## src/rtl/riscv_uop_pkg.sv

```systemverilog
// Shared uop encoding plus load/store unit types: FSM states, access-size codes and opcodes.
package riscv_uop_pkg;

  localparam logic [6:0] OPC_LOAD  = 7'b0000011;
  localparam logic [6:0] OPC_STORE = 7'b0100011;

  // funct3[1:0] encodes access size; funct3[2] marks unsigned loads
  localparam logic [2:0] LSU_SIZE_B = 3'b000;
  localparam logic [2:0] LSU_SIZE_H = 3'b001;
  localparam logic [2:0] LSU_SIZE_W = 3'b010;

  typedef struct packed {
    logic [6:0]  opcode;
    logic [2:0]  funct3;
    logic [4:0]  rd;
    logic [31:0] imm;
  } uop_t;

  typedef enum logic [1:0] {
    LSU_IDLE,
    LSU_REQ,
    LSU_WAIT_RESP,
    LSU_DONE
  } lsu_state_e;

endpackage

```

## src/rtl/lsu_issue_if.sv

```systemverilog
// Issue-stage to load/store unit handshake: uop, operands and the stall back-pressure.
interface lsu_issue_if;
  import riscv_uop_pkg::*;

  logic        m_valid;
  uop_t        m_uop;
  logic [31:0] m_pc;
  logic [31:0] m_addr_base;
  logic [31:0] m_store_data;
  logic        s_stall_from_lsu;

  modport sender (
    output m_valid, m_uop, m_pc, m_addr_base, m_store_data,
    input  s_stall_from_lsu
  );

  modport receiver (
    input  m_valid, m_uop, m_pc, m_addr_base, m_store_data,
    output s_stall_from_lsu
  );

endinterface

```

## src/rtl/lsu_load_align.sv

```systemverilog
// Load data formatting: lane select by address offset, then sign or zero extension.
module lsu_load_align
  import riscv_uop_pkg::*;
(
  input  logic [31:0] rdata,
  input  logic [1:0]  offset,
  input  logic [2:0]  funct3,
  output logic [31:0] result
);

  logic [7:0]  lane_b;
  logic [15:0] lane_h;

  // Halfwords honour only offset[1]; words always come from lane 0
  assign lane_b = rdata[{offset, 3'b000} +: 8];
  assign lane_h = rdata[{offset[1], 4'b0000} +: 16];

  always_comb begin
    result = rdata;
    case (funct3[1:0])
      LSU_SIZE_B[1:0]: result = {{24{lane_b[7] & ~funct3[2]}}, lane_b};
      LSU_SIZE_H[1:0]: result = {{16{lane_h[15] & ~funct3[2]}}, lane_h};
      default:         result = rdata;
    endcase
  end

endmodule

```

## src/rtl/lsu_unit.sv

```systemverilog
// Single-outstanding load/store unit: EA generation, dmem req/gnt/rvalid port, load write-back.
// Optional misaligned-access trap enabled by defining LSU_MISALIGN_TRAP_EN.
module lsu_unit
  import riscv_uop_pkg::*;
(
  input  logic                 clk,
  input  logic                 rst_n,
  input  logic                 i_flush,
  lsu_issue_if.receiver        lsu_if,
  output logic                 o_dmem_req,
  output logic                 o_dmem_we,
  output logic [31:0]          o_dmem_addr,
  output logic [3:0]           o_dmem_be,
  output logic [31:0]          o_dmem_wdata,
  input  logic                 i_dmem_gnt,
  input  logic                 i_dmem_rvalid,
  input  logic [31:0]          i_dmem_rdata,
`ifdef LSU_MISALIGN_TRAP_EN
  output logic                 o_misaligned,
  output logic [31:0]          o_misaligned_addr,
`endif
  output logic                 o_wb_en,
  output logic [4:0]           o_wb_rd,
  output logic [31:0]          o_wb_data
);

  lsu_state_e  state_q, state_d;
  logic        is_load, is_store, accept, mis_in, stall;
  logic [31:0] ea_in, wdata_in, load_res;
  logic [3:0]  be_in;
  logic [31:0] ea_q, wdata_q, wb_data_q;
  logic [3:0]  be_q;
  logic [2:0]  f3_q;
  logic [4:0]  rd_q;
  logic        we_q, kill_q, mis_q;

  assign is_load  = lsu_if.m_uop.opcode == OPC_LOAD;
  assign is_store = lsu_if.m_uop.opcode == OPC_STORE;
  assign ea_in    = lsu_if.m_addr_base + lsu_if.m_uop.imm;
  assign accept   = (state_q == LSU_IDLE) && lsu_if.m_valid && !i_flush && (is_load || is_store);

`ifdef LSU_MISALIGN_TRAP_EN
  always_comb begin
    case (lsu_if.m_uop.funct3[1:0])
      LSU_SIZE_B[1:0]: mis_in = 1'b0;
      LSU_SIZE_H[1:0]: mis_in = ea_in[0];
      default:         mis_in = ea_in[1:0] != 2'b00;
    endcase
  end
`else
  assign mis_in = 1'b0;
`endif

  always_comb begin
    be_in    = 4'b1111;
    wdata_in = lsu_if.m_store_data;
    case (lsu_if.m_uop.funct3[1:0])
      LSU_SIZE_B[1:0]: begin
        be_in    = 4'b0001 << ea_in[1:0];
        wdata_in = {4{lsu_if.m_store_data[7:0]}};
      end
      LSU_SIZE_H[1:0]: begin
        be_in    = 4'b0011 << {ea_in[1], 1'b0};
        wdata_in = {2{lsu_if.m_store_data[15:0]}};
      end
      default: ;
    endcase
  end

  always_comb begin
    state_d    = state_q;
    stall      = 1'b0;
    o_dmem_req = 1'b0;
    o_wb_en    = 1'b0;
    case (state_q)
      LSU_IDLE: begin
        stall = accept;
        if (accept) state_d = mis_in ? LSU_DONE : LSU_REQ;
      end
      LSU_REQ: begin
        stall      = 1'b1;
        o_dmem_req = 1'b1;
        // A grant commits the access even if a flush arrives in the same cycle
        if (i_dmem_gnt)   state_d = we_q ? LSU_DONE : LSU_WAIT_RESP;
        else if (i_flush) state_d = LSU_IDLE;
      end
      LSU_WAIT_RESP: begin
        stall = 1'b1;
        if (i_dmem_rvalid) state_d = LSU_DONE;
      end
      LSU_DONE: begin
        o_wb_en = !we_q && !kill_q && !mis_q && (rd_q != 5'd0) && !i_flush;
        state_d = LSU_IDLE;
      end
      default: state_d = LSU_IDLE;
    endcase
  end

  assign lsu_if.s_stall_from_lsu = stall;

  always_ff @(posedge clk or negedge rst_n) begin
    if (!rst_n) state_q <= LSU_IDLE;
    else        state_q <= state_d;
  end

  always_ff @(posedge clk or negedge rst_n) begin
    if (!rst_n) begin
      ea_q      <= '0;
      f3_q      <= '0;
      rd_q      <= '0;
      we_q      <= 1'b0;
      be_q      <= '0;
      wdata_q   <= '0;
      mis_q     <= 1'b0;
      kill_q    <= 1'b0;
      wb_data_q <= '0;
    end else begin
      if (accept) begin
        ea_q    <= ea_in;
        f3_q    <= lsu_if.m_uop.funct3;
        rd_q    <= lsu_if.m_uop.rd;
        we_q    <= is_store;
        be_q    <= be_in;
        wdata_q <= wdata_in;
        mis_q   <= mis_in;
        kill_q  <= 1'b0;
      end
      if (state_q == LSU_REQ && i_dmem_gnt && i_flush) kill_q <= 1'b1;
      if (state_q == LSU_WAIT_RESP) begin
        if (i_flush)       kill_q    <= 1'b1;
        if (i_dmem_rvalid) wb_data_q <= load_res;
      end
    end
  end

  lsu_load_align u_align (
    .rdata  (i_dmem_rdata),
    .offset (ea_q[1:0]),
    .funct3 (f3_q),
    .result (load_res)
  );

  assign o_dmem_we    = we_q;
  assign o_dmem_addr  = {ea_q[31:2], 2'b00};
  assign o_dmem_be    = be_q;
  assign o_dmem_wdata = wdata_q;
  assign o_wb_rd      = rd_q;
  assign o_wb_data    = wb_data_q;

`ifdef LSU_MISALIGN_TRAP_EN
  assign o_misaligned      = (state_q == LSU_DONE) && mis_q;
  assign o_misaligned_addr = ea_q;
`endif

endmodule

```

## src/flat_wrapper.sv

```systemverilog
// flat-port wrapper written by rule: the top's interface ports become plain ports
module lsu_unit_flat import riscv_uop_pkg::*;
  (clk, rst_n, i_flush, o_dmem_req, o_dmem_we, o_dmem_addr, o_dmem_be, o_dmem_wdata, i_dmem_gnt, i_dmem_rvalid, i_dmem_rdata, o_wb_en, o_wb_rd, o_wb_data, lsu_if_m_valid, lsu_if_m_uop, lsu_if_m_pc, lsu_if_m_addr_base, lsu_if_m_store_data, lsu_if_s_stall_from_lsu);
  lsu_issue_if lsu_if_i ();
  input  logic clk;
  input  logic rst_n;
  input  logic i_flush;
  output logic o_dmem_req;
  output logic o_dmem_we;
  output logic [31:0] o_dmem_addr;
  output logic [3:0] o_dmem_be;
  output logic [31:0] o_dmem_wdata;
  input  logic i_dmem_gnt;
  input  logic i_dmem_rvalid;
  input  logic [31:0] i_dmem_rdata;
  output logic o_wb_en;
  output logic [4:0] o_wb_rd;
  output logic [31:0] o_wb_data;
  input wire logic [$bits(lsu_if_i.m_valid)-1:0] lsu_if_m_valid;
  input wire logic [$bits(lsu_if_i.m_uop)-1:0] lsu_if_m_uop;
  input wire logic [$bits(lsu_if_i.m_pc)-1:0] lsu_if_m_pc;
  input wire logic [$bits(lsu_if_i.m_addr_base)-1:0] lsu_if_m_addr_base;
  input wire logic [$bits(lsu_if_i.m_store_data)-1:0] lsu_if_m_store_data;
  output wire logic [$bits(lsu_if_i.s_stall_from_lsu)-1:0] lsu_if_s_stall_from_lsu;
  assign lsu_if_i.m_valid = lsu_if_m_valid;
  assign lsu_if_i.m_uop = lsu_if_m_uop;
  assign lsu_if_i.m_pc = lsu_if_m_pc;
  assign lsu_if_i.m_addr_base = lsu_if_m_addr_base;
  assign lsu_if_i.m_store_data = lsu_if_m_store_data;
  assign lsu_if_s_stall_from_lsu = lsu_if_i.s_stall_from_lsu;
  lsu_unit u_core (.clk(clk), .rst_n(rst_n), .i_flush(i_flush), .lsu_if(lsu_if_i), .o_dmem_req(o_dmem_req), .o_dmem_we(o_dmem_we), .o_dmem_addr(o_dmem_addr), .o_dmem_be(o_dmem_be), .o_dmem_wdata(o_dmem_wdata), .i_dmem_gnt(i_dmem_gnt), .i_dmem_rvalid(i_dmem_rvalid), .i_dmem_rdata(i_dmem_rdata), .o_wb_en(o_wb_en), .o_wb_rd(o_wb_rd), .o_wb_data(o_wb_data));
endmodule
```

## config.mk

```make
export PLATFORM = sky130hd
export DESIGN_NAME = lsu_unit_flat
export DESIGN_NICKNAME = d
export VERILOG_FILES = /design/src/rtl/riscv_uop_pkg.sv /design/src/rtl/lsu_issue_if.sv /design/src/rtl/lsu_load_align.sv /design/src/rtl/lsu_unit.sv /design/src/flat_wrapper.sv
export SDC_FILE = /design/constraint.sdc
export NUM_CORES = 1
export LEC_CHECK = 0
export CORE_MARGIN = 3
export CORE_UTILIZATION = 47
export CTS_CLUSTER_SIZE = 10
export DETAILED_ROUTE_END_ITERATION = 12
export PLACE_DENSITY = 0.87
export SETUP_SLACK_MARGIN = 0.1
export SYNTH_ARGS = -nofsm -noshare
export SYNTH_HDL_FRONTEND = slang
export SYNTH_SLANG_ARGS = --single-unit
```

## constraint.sdc

```tcl
create_clock -name clk -period 6.38 [get_ports clk]
set_input_delay 1.276 -clock clk [delete_from_list [all_inputs] [get_ports clk]]
set_output_delay 1.276 -clock clk [all_outputs]
set_load 0.005 [all_outputs]
```

==> impl_results.rst, run 1 <==
.. list-table::
   :header-rows: 1

   * - Metric
     - Value
   * - Outcome
     - finished, final reports clean
   * - Final worst-path cycle share
     - around three quarters
   * - Setup Total Neg Slack
     - 0 ns
   * - Placement Cell Area
     - 0.00946 sq mm
   * - Worst Path Required
     - 5.10 ns
   * - CTS clk-pin slew, worst paths
     - approximately 0.070 ns
   * - Proportion of netlist area held by the largest area contributor
     - 39.7%
   * - Arithmetic-cell share of the synthesized area counting full adders, half adders and majority gates
     - 6.67%
   * - Via count of the first global-routing pass
     - between 6,000 and 7,000
   * - CTS Sinks
     - 112
   * - Critical Path Sink Type
     - output port
   * - Area of the core region
     - about 0.015 sq mm
   * - Share of the synthesized netlist area taken by xor and xnor gates
     - 2.48%
   * - Synth-to-layout area growth
     - 37.9%
   * - PostCTS Resize Cnt
     - 0
   * - Power Density
     - 246 mW/mm^2
   * - Area leader, netlist
     - dfrtp_1
   * - Mux share of post-synthesis cell area
     - 5.14%
   * - Most repeated cell in the gate-level netlist after synthesis
     - nand2_1
   * - Antenna cells
     - 0
   * - Netlist area before placement
     - 0.00705 sq mm
   * - Horizontal die dimension
     - between 100 and 150 microns
   * - Summed area of non-filler cells in the final layout
     - 0.00972 sq mm
   * - DRC violation total after the first TritonRoute iteration
     - between 500 and 600
   * - Proportion of synthesized chip area in sequential cells
     - 39.7%
   * - Commonest register cell after synthesis
     - dfrtp_1
   * - Worst vdd ir
     - 0.000134 V
   * - Dominant combinational cell family by area after synthesis
     - compound AO/OA/AOI/OAI gates
   * - Static leakage power
     - around 4.3 nW
   * - Area fraction in compound gates after synthesis
     - 20.5%
   * - CTS tree
     - done
   * - Post-route antenna net violation count
     - 0
   * - Initial core utilization
     - about half
   * - Worst clock skew on the final layout
     - 0.00693 ns
   * - Pins Over Slew Limit
     - 0
   * - Average wire length per cell after detail routing
     - 16.9 microns
   * - Post-synthesis async set-or-reset flop share
     - between 90% and 100%
   * - Post-route DRC violation count
     - 0
   * - RSZ-0062 raised after global routing
     - no
   * - Antenna violations before repair
     - 0
   * - Placed Cells incl. Taps
     - ~1,200
   * - Vias post-DR
     - approximately 6,900
   * - Relative max-transition margin
     - 19.5%
   * - Share of post-route cells with drive strength above 1
     - 3.45%
   * - Fmax
     - 0.208 GHz
   * - Final non-filler cell total
     - 1,228
   * - Number of hold buffers added after cts
     - 0
   * - Critical Path AT
     - 3.53 ns
   * - Number of enable-type register cells in the synthesized netlist
     - 0
   * - Largest net degree at the start of global routing
     - 71
   * - Detailed-placement wirelength estimate
     - 15.6 mm
   * - Via-to-Cell Ratio
     - 5.59
   * - Launching element type of the critical path
     - primary input
   * - Minimum clock period after layout
     - about 4.8 ns
   * - Flip-flop and latch count after synthesis
     - approximately 110
   * - Share of synthesized cell area in and, or, nand and nor gates
     - 18.4%
   * - Class of the tightest hold or removal check
     - reg2reg
   * - I/O Buffers
     - 255
   * - Final-report hold violation count
     - 0
   * - Max-cap violations
     - 0
   * - Number of warnings issued by yosys
     - 0
   * - Boundary Pins
     - 290
   * - Cell types with the highest counts after synthesis
     - nand2_1, dfrtp_1, o21ai_0, a21oi_1, nor2_1
   * - Maximum clock insertion buffer count
     - 2
   * - Crit path kind
     - in2out
   * - Hold path cells
     - 2
   * - Main area contributors after synthesis
     - dfrtp_1, nand2_1, o21ai_0
   * - Setup Buffers After CTS
     - 0
   * - GRT Resource Usage Total
     - about a quarter
   * - Number of buffers added by the clock tree synthesis step
     - 9
   * - Die Outline Area
     - around 0.017 sq mm
   * - Total of endpoints with negative setup slack in the final report
     - 0
   * - Global route overflow
     - 0
   * - Detailed-routing iteration count for the pre-antenna-repair pass
     - 5
   * - Height of the die
     - 129 microns
   * - Level count of the clock H-tree
     - 3
   * - Placer congestion estimate
     - 0.913
   * - First-pass GRT wire length
     - around 33 mm
   * - Root buffer cell
     - clkbuf_16
   * - Number of cells traversed by the worst register-to-register path
     - 8
   * - Transition at the pin with the smallest max-transition slack
     - between 1 and 1.5 ns
   * - Final #Nets
     - 1,258
   * - Post-Syn Instances
     - 843
   * - Post-synthesis area per instance
     - 8.37 sq um
   * - Critical path fanouts, max
     - 31
   * - Row count
     - 44
   * - Later-pin clock latency in the skew report
     - roughly 0.34 ns
   * - Detailed-route wire length
     - 20.8 mm
   * - Number of distinct library cells after synthesis
     - slightly below 60
[placed cells by master (no fill, tap or decap), types with 7 or more instances in the layout]
master             n
clkdlybuf4s50_1  254
nand2_1          183
dfrtp_1          112
o21ai_0          102
a21oi_1           66
nor2_1            55
ha_1              36
mux2i_1           25
inv_1             22
nor3_1            14
nand3_1           11
xor2_1            11
a21o_1            10
xnor2_1            9
clkbuf_16          9
nand4_1            8
mux2_2             8
a211oi_1           7
a222oi_1           7
[path summary, 6_finish.rpt]
path | start | end | slack [ns]
setup / recovery | lsu_if_m_uop[43] | lsu_if_s_stall_from_lsu | 1.58
hold / removal | u_core.o_dmem_wdata[0] | u_core.o_dmem_wdata[0] | 0.48
setup reg to reg | u_core.state_q[0] | register | 3.37
hold reg to reg | u_core.o_dmem_wdata[0] | u_core.o_dmem_wdata[0] | 0.48
max in group asynchronous | rst_n | u_core.o_wb_rd[0] | 4.17
min in group asynchronous | rst_n | u_core.o_dmem_wdata[21] | 0.95
[routing by layer]
| metal | GRT usage [%] | vias to the layer above | part of all wire [%] |
|---|---|---|---|
| li1 | - | 3313 | - |
| met1 | 32.2 | 3232 | 42 |
| met2 | 41.3 | 281 | 49 |
| met3 | 3.57 | 42 | 6.5 |
| met4 | 9.26 | 0 | 2.6 |
| met5 | 0 | - | 0 |
[where the power goes]
part / internal [mW] / switching, mW
clock: 0.266 / 0.260
sequential: 0.857 / 0.0985
combinational: 0.515 / 0.394
total: 1.64 / 0.753
[cell type report]
| cell class | count | area [sq um] |
|---|---|---|
| Clock inverter | 4 | 31.3 |
| Multi-Input combinational cell | 636 | 3760 |
| Timing Repair Buffer | 259 | 2580 |
| Clock buffer | 11 | 233 |
| Inverter | 22 | 82.6 |
| Tap cell | 184 | 230 |
| Fill cell | 1146 | 4860 |
| Sequential cell | 112 | 2800 |
[through the flow]
stage | util [%] | power [mW] | hold WS (ns) | setup WS, ns
after floorplan | - | 1.37 | 0.431 | 2.35
after global placement | 64.8 | 1.84 | 0.458 | 1.59
after detailed placement | 64.8 | 1.87 | 0.463 | 1.57
after CTS | 66.7 | 2.40 | 0.481 | 1.56
after global routing | 66.7 | 2.54 | 0.500 | 1.41
final | 66.7 | 2.39 | 0.481 | 1.58
[flip-flops by register name (all words and copies together), names as in the netlist, named ones only]
| signal | count |
|---|---|
| u_core.o_dmem_be | 4 |
| u_core.ea_q | 32 |
| u_core.o_wb_data | 32 |
| u_core.kill_q | 1 |
| u_core.o_dmem_wdata | 32 |
| u_core.state_q | 1 |
| u_core.o_dmem_we | 1 |
| u_core.f3_q | 3 |
| u_core.o_wb_rd | 5 |
[cell families (layout without fill, tap and decap cells)]
family / after synthesis / count (layout)
and+or+nand+nor: 304 / 304
xor gates and xnor gates: 20 / 20
AOI/OAI and AO/OA: 239 / 239
DFF: 112 / 112
adders and majority gates: 37 / 37
other: 1 / 2
muxes: 34 / 34
buffers and inverters: 96 / 296
[worst max-delay path, cell delays in order]
cell and delay (ns):
clkdlybuf4s50_1 0.40, or4_4 0.54, nor4_2 0.22, buf_4 0.39, nor2_1 0.08, nor2_1 0.09, clkdlybuf4s50_1 0.52
Note: power is estimated with default switching activity, not from simulation.
==> inputs of run 2 (changes only) <==
- CORE_UTILIZATION: 47 -> 44
- PLACE_DENSITY: 0.87 -> 0.82
- clock period: 6.38 -> 4.9 ns (I/O delays scaled with it)
==> run 2 against run 1 <==
Compared with the run above:
- first-iteration DRC count is 13% lower
- worst hold slack got worse by 0.0047 ns
- final area is 0.62% higher
- critical path depth shrank 1
- routed wire length increased by 2.2%
- clock skew is 0.0020 ns higher
- die area up 6.5%
==> impl_results.rst, run 2 (synthesized netlist as in run 1, its figures left out) <==
.. list-table::
   :header-rows: 1

   * - Metric
     - Value
   * - Capture endpoint of the worst hold path
     - u_core.o_dmem_wdata[4]
   * - Setup Total Neg Slack
     - 0 ns
   * - Synth-to-layout area growth
     - 38.7%
   * - Relative max-transition margin
     - a little over a third
   * - Via count of the first global-routing pass
     - between 6,000 and 7,000
   * - Worst clock skew on the final layout
     - slightly below 0.009 ns
   * - Detailed-routing iteration count for the pre-antenna-repair pass
     - 5
   * - Most common library cell in the layout ignoring fill and taps
     - clkdlybuf4s50_1
   * - Detailed-placement wirelength estimate
     - 16.0 mm
   * - First-pass GRT wire length
     - about 34 mm
   * - Final non-filler cell total
     - around 1,300
   * - Global route overflow
     - 0
   * - Post-route DRC violation count
     - 0
   * - Max-cap violations
     - 0
   * - Final-report hold violation count
     - 0
   * - Top cell family by delay on the critical path
     - simple AND/OR/NAND/NOR gates
   * - Setup Buffers After CTS
     - 0
   * - Vias post-DR
     - around 6,800
   * - CTS tree
     - done
   * - PostCTS Resize Cnt
     - 0
   * - Number of hold buffers added after cts
     - 0
   * - Total Power
     - 3.13 mW
   * - Storage element area
     - roughly 0.0028 sq mm
   * - Commonest cells after routing, fill and taps aside
     - clkdlybuf4s50_1, nand2_1, dfrtp_1
   * - Die Outline Area
     - about 0.018 sq mm
   * - Antenna violations before repair
     - 0
   * - Largest net degree at the start of global routing
     - 84
   * - Transition at the pin with the smallest max-transition slack
     - 0.967 ns
   * - CTS clk-pin slew, worst paths
     - 0.07 ns
   * - Crit path buffers/inverters
     - 2
   * - Antenna cells
     - 0
   * - Hold path cells
     - 2
   * - Power Density
     - 319 mW/mm^2
   * - Via-to-Cell Ratio
     - 5.40
   * - Horizontal die dimension
     - 133 microns
   * - Largest stage delay on the critical path
     - 0.54 ns
   * - Later-pin clock latency in the skew report
     - 0.35 ns
   * - Pre-CTS setup slack
     - ~1.1 ns
   * - Post-route antenna net violation count
     - 0
   * - Number of fillers in the final layout
     - 1,328
   * - Outcome
     - finished, final reports clean
   * - DRC violation total after the first TritonRoute iteration
     - 456
   * - Root buffer cell
     - clkbuf_16
   * - Worst Path Required
     - 3.92 ns
   * - Static leakage power
     - 4.28 nW
   * - Level count of the clock H-tree
     - 3
   * - Share of post-route cells with drive strength above 1
     - 3.72%
   * - R2r startpoint
     - u_core.state_q[0]
   * - Slowest library cell on the worst path
     - or4_4
   * - Smallest setup slack after layout
     - between 1 and 1.5 ns
   * - Crit path kind
     - in2out
   * - Critical Path Sink Type
     - output port
   * - Launching element type of the critical path
     - primary input
   * - Critical path fanouts, max
     - 2
   * - Minimum clock period after layout
     - 3.83 ns
   * - Flop2flop setup slack
     - 2.30 ns
   * - Worst vdd ir
     - 0.000166 V
   * - Class of the tightest hold or removal check
     - reg2reg
   * - Final worst-path cycle share
     - 78.2%
   * - Number of buffers added by the clock tree synthesis step
     - 9
   * - Boundary Pins
     - 290
   * - Row count
     - 45
   * - Number of cells traversed by the worst register-to-register path
     - 6
   * - Critical Path, Cell by Cell
     - clkdlybuf4s50_1 > or4_4 > nor4_2 > nor2_1 > nor2_1 > clkdlybuf4s50_1
   * - RSZ-0062 raised after global routing
     - no
   * - Placed Cells incl. Taps
     - 1,242
   * - Min-delay src
     - u_core.o_dmem_wdata[4]
   * - CTS Sinks
     - 112
   * - Detailed-route wire length
     - 21.2 mm
   * - Placer congestion estimate
     - 0.904
   * - GRT Resource Usage Total
     - a little under a quarter
   * - Destination of the worst register-to-register timing path
     - u_core.o_wb_data[25]
   * - Final worst hold slack
     - 0.476 ns
   * - Critical Path AT
     - 2.85 ns
   * - Height of the die
     - 133 microns
   * - Initial core utilization
     - 45.7%
   * - Final #Nets
     - 1,260
   * - Pins Over Slew Limit
     - 0
   * - Total of endpoints with negative setup slack in the final report
     - 0
   * - Fmax
     - 0.261 GHz
   * - Average wire length per cell after detail routing
     - 16.9 microns
   * - Maximum clock insertion buffer count
     - 2
   * - Area occupied by multi-input gates
     - 0.00376 sq mm
   * - I/O Buffers
     - ~260
   * - Area of the core region
     - 0.0154 sq mm
run 2: cell types whose count changed in the layout (fill, tap and decap cells not counted):
| cell | delta |
|---|---|
| clkinv_4 | +3 |
| buf_4 | +2 |
| clkinvlp_4 | -2 |
run 2: how the worst max path moves through the flow:
stage,from,end,slack [ns],cells past startpoint
6_report,lsu_if_m_uop[43],lsu_if_s_stall_from_lsu,1.07,6
3_5_place_dp,lsu_if_m_uop[43],lsu_if_s_stall_from_lsu,1.05,6
2_1_floorplan,lsu_if_m_uop[43],lsu_if_s_stall_from_lsu,1.46,6
5_1_grt,lsu_if_m_uop[43],lsu_if_s_stall_from_lsu,0.97,6
4_1_cts,lsu_if_m_uop[43],lsu_if_s_stall_from_lsu,1.05,6
3_3_place_gp,lsu_if_m_uop[43],lsu_if_s_stall_from_lsu,1.07,6
run 2: area by class of cell:
cell class / instances / area share, %
inverter: 22 / 0.844
multi-input combinational: 636 / 38.5
tap: 211 / 2.70
clock inverter: 5 / 0.435
sequential: 112 / 28.6
timing repair buffer: 261 / 26.5
clock buffer: 11 / 2.38
run 2: metal layers:
metal | global-route usage (%) | routed length, microns
met1 | 30.8 | 8880
met2 | 40.2 | 10300
met4 | 8.14 | 488
met5 | 0 | 0
met3 | 4.03 | 1540
run 2: power by group:
group / total [mW] / switching (mW) / leakage (nW) / internal, mW
logic: 1.18 / 0.507 / 2.66 / 0.671
registers: 1.25 / 0.130 / 1.48 / 1.12
clock network: 0.701 / 0.350 / 0.136 / 0.352
run 2: worst register-to-register path, delay by kind of cell, from the launching register on:
| family | cells | cell delay, ns |
|---|---|---|
| compound gates | 1 | 0.08 |
| fa+ha+maj | 1 | 0.28 |
| buf+inv | 2 | 0.42 |
| flops | 1 | 0.44 |
| simple gates | 2 | 1.26 |
run 2: per-stage QoR:
step	util (%)	area, sq um
floorplan	-	7060
global placement	61.6	9510
detailed placement	61.6	9510
CTS	63.4	9780
global route	63.4	9780
finish	63.4	9780
==> inputs of run 3 (changes only) <==
- CORE_UTILIZATION: 44 -> 40
- PLACE_DENSITY: 0.82 -> 0.78
- clock period: 4.9 -> 3.3 ns (I/O delays scaled with it)
==> run 3 against run 2 <==
Compared with the run above:
- non-clock buffer count increased by 15
- total power increased by 51%
- routed wire length increased by 1.3%
- core utilization decreased by 4.6 points
- combinational power increased by 51%
==> impl_results.rst, run 3 (synthesized netlist as in run 1, its figures left out) <==
.. list-table::
   :header-rows: 1

   * - Metric
     - Value
   * - Share of post-route cells with drive strength above 1
     - 5.18%
   * - Antenna cells
     - 0
   * - Commonest cells after routing, fill and taps aside
     - clkdlybuf4s50_1, nand2_1, dfrtp_1
   * - Detailed-placement wirelength estimate
     - roughly 17 mm
   * - Relative max-transition margin
     - 45.5%
   * - Root buffer cell
     - clkbuf_16
   * - Share of power burned in combinational logic
     - 37.7%
   * - Launching element type of the critical path
     - primary input
   * - Number of fillers in the final layout
     - 1,492
   * - Worst vdd ir
     - 0.000345 V
   * - R2r startpoint
     - u_core.state_q[0]
   * - CTS Sinks
     - between 100 and 150
   * - Minimum clock period after layout
     - 3.03 ns
   * - Worst Path Required
     - 2.64 ns
   * - Sw frac
     - 31.3%
   * - Via count of the first global-routing pass
     - between 6,000 and 7,000
   * - Final worst-path cycle share
     - 91.7%
   * - Class of the tightest hold or removal check
     - in2async
   * - Smallest setup slack after layout
     - 0.273 ns
   * - Horizontal die dimension
     - around 140 microns
   * - Static leakage power
     - 4.39 nW
   * - Placer congestion estimate
     - 0.916
   * - Final #Nets
     - roughly 1,300
   * - I/O Buffers
     - between 200 and 300
   * - First-pass GRT wire length
     - 35.2 mm
   * - CTS clk-pin slew, worst paths
     - roughly 0.080 ns
   * - Slowest library cell on the worst path
     - or4b_2
   * - Largest stage delay on the critical path
     - 0.63 ns
   * - Initial core utilization
     - 41.7%
   * - Cell Int Power
     - around 3.2 mW
   * - Critical Path Sink Type
     - output port
   * - Portion of total power attributed to sequential cells
     - 39.3%
   * - GRT Resource Usage Total
     - 22.1%
   * - Final-report hold violation count
     - 0
   * - Die Outline Area
     - roughly 0.019 sq mm
   * - Critical Path, Cell by Cell
     - clkdlybuf4s50_1 > or4b_2 > a21oi_1 > clkdlybuf4s50_1
   * - Total Power
     - 4.71 mW
   * - RSZ-0062 raised after global routing
     - no
   * - Placement Cell Area
     - approximately 0.0097 sq mm
   * - Area of the core region
     - 0.0169 sq mm
   * - Total of endpoints with negative setup slack in the final report
     - 0
   * - Most common cell type on the critical path
     - clkdlybuf4s50_1
   * - Number of buffers added by the clock tree synthesis step
     - 9
   * - Number of hold buffers added after cts
     - 0
   * - Most common library cell in the layout ignoring fill and taps
     - clkdlybuf4s50_1
   * - Via-to-Cell Ratio
     - 5.40
   * - Summed area of non-filler cells in the final layout
     - 0.00996 sq mm
   * - Pins Over Slew Limit
     - 0
   * - Detailed-routing iteration count for the pre-antenna-repair pass
     - 5
   * - Boundary Pins
     - 290
   * - Vias post-DR
     - ~6,900
   * - Setup Total Neg Slack
     - 0 ns
   * - Transition at the pin with the smallest max-transition slack
     - 0.818 ns
   * - Synth-to-layout area growth
     - 41.2%
   * - Power spent charging and discharging nets
     - 1.47 mW
   * - Storage element area
     - 0.00280 sq mm
   * - Power Density
     - 472 mW/mm^2
   * - Pre-CTS setup slack
     - around 0.031 ns
   * - Critical Path AT
     - 2.37 ns
   * - DRC violation total after the first TritonRoute iteration
     - 436
   * - Critical path fanouts, max
     - 2
   * - Worst setup path start
     - i_flush
   * - Largest net degree at the start of global routing
     - 78
   * - Fmax
     - 0.330 GHz
   * - Global route overflow
     - 0
   * - Row count
     - 47
   * - Crit path kind
     - in2out
   * - Level count of the clock H-tree
     - 3
   * - Worst clock skew on the final layout
     - roughly 0.0062 ns
   * - Height of the die
     - 139 microns
   * - Post-route DRC violation count
     - 0
   * - Detailed-route wire length
     - 21.5 mm
   * - Area occupied by multi-input gates
     - 0.00377 sq mm
   * - Average wire length per cell after detail routing
     - 16.8 microns
   * - CTS tree
     - done
   * - Outcome
     - finished, final reports clean
   * - Antenna violations before repair
     - 1
   * - Share of power burned in the clock network
     - 23.0%
   * - Later-pin clock latency in the skew report
     - 0.35 ns
   * - Maximum clock insertion buffer count
     - 2
   * - Post-route antenna net violation count
     - 0
   * - Max-cap violations
     - 0
## run 3: changes by cell type in the layout (fill, tap and decap cells not counted), sizes merged
| cell | change |
|---|---|
| clkdlybuf4s50 | -1 |
| clkbuf | +1 |
| buf | +15 |
| clkinvlp | +1 |
| clkinv | -2 |
| dlymetal6s2s | +1 |
## run 3: cell type report
type	count	area share [%]
timing repair buffer	276	27.5
tap	220	2.76
clock inverter	4	0.364
inverter	22	0.829
clock buffer	12	2.57
multi-input combinational	636	37.9
sequential	112	28.1
## run 3: per-layer routing
layer	global-route usage, %	vias up	routed length (microns)
li1	-	3354	-
met1	29.3	3236	8950
met2	37.2	307	10600
met3	3.69	29	1600
met4	6.90	2	387
met5	0	-	8
## run 3: path summary, 6_finish.rpt
check / to / slack (ns) / depth (start not counted)
setup / recovery: o_wb_en / 0.27 / 4
hold / removal: u_core.o_dmem_wdata[22] / 0.44 / 2
setup reg to reg: register / 0.98 / 7
hold reg to reg: u_core.o_dmem_wdata[18] / 0.48 / 2
max in group asynchronous: u_core.o_wb_rd[3] / 2.31 / 2
min in group clk: u_core.o_dmem_wdata[18] / 0.48 / 2
## run 3: per-stage QoR
step / hold slack, ns / util [%] / instances
after floorplan: 0.364 / - / 844
final: 0.440 / 58.8 / 1282
after detailed placement: 0.467 / 57.0 / 1266
after CTS: 0.452 / 58.8 / 1282
after global placement: 0.458 / 57.0 / 1266
after global routing: 0.476 / 58.8 / 1282
## run 3: power groups by stage
stage	registers, mW	logic, mW	clock network [mW]
floorplan	1.85	0.803	0
global placement	1.87	1.74	0
detailed placement	1.87	1.77	0
global route	1.89	1.95	1.18
CTS	1.85	1.78	1.12
finish	1.85	1.78	1.08
## run 3: critical path: cells and delay by family
kind            cells  cell delay [ns]
compound gates      1             0.13
buf+inv             2             0.95
simple gates        1             0.63
## run 3: timing repair
item | CTS | global route
pin swaps | 0 | 1
gates cloned | 0 | 0
resized for setup | 1 | 2
buffers inserted | 0 | 0
setup endpoints to repair | 1 | 2
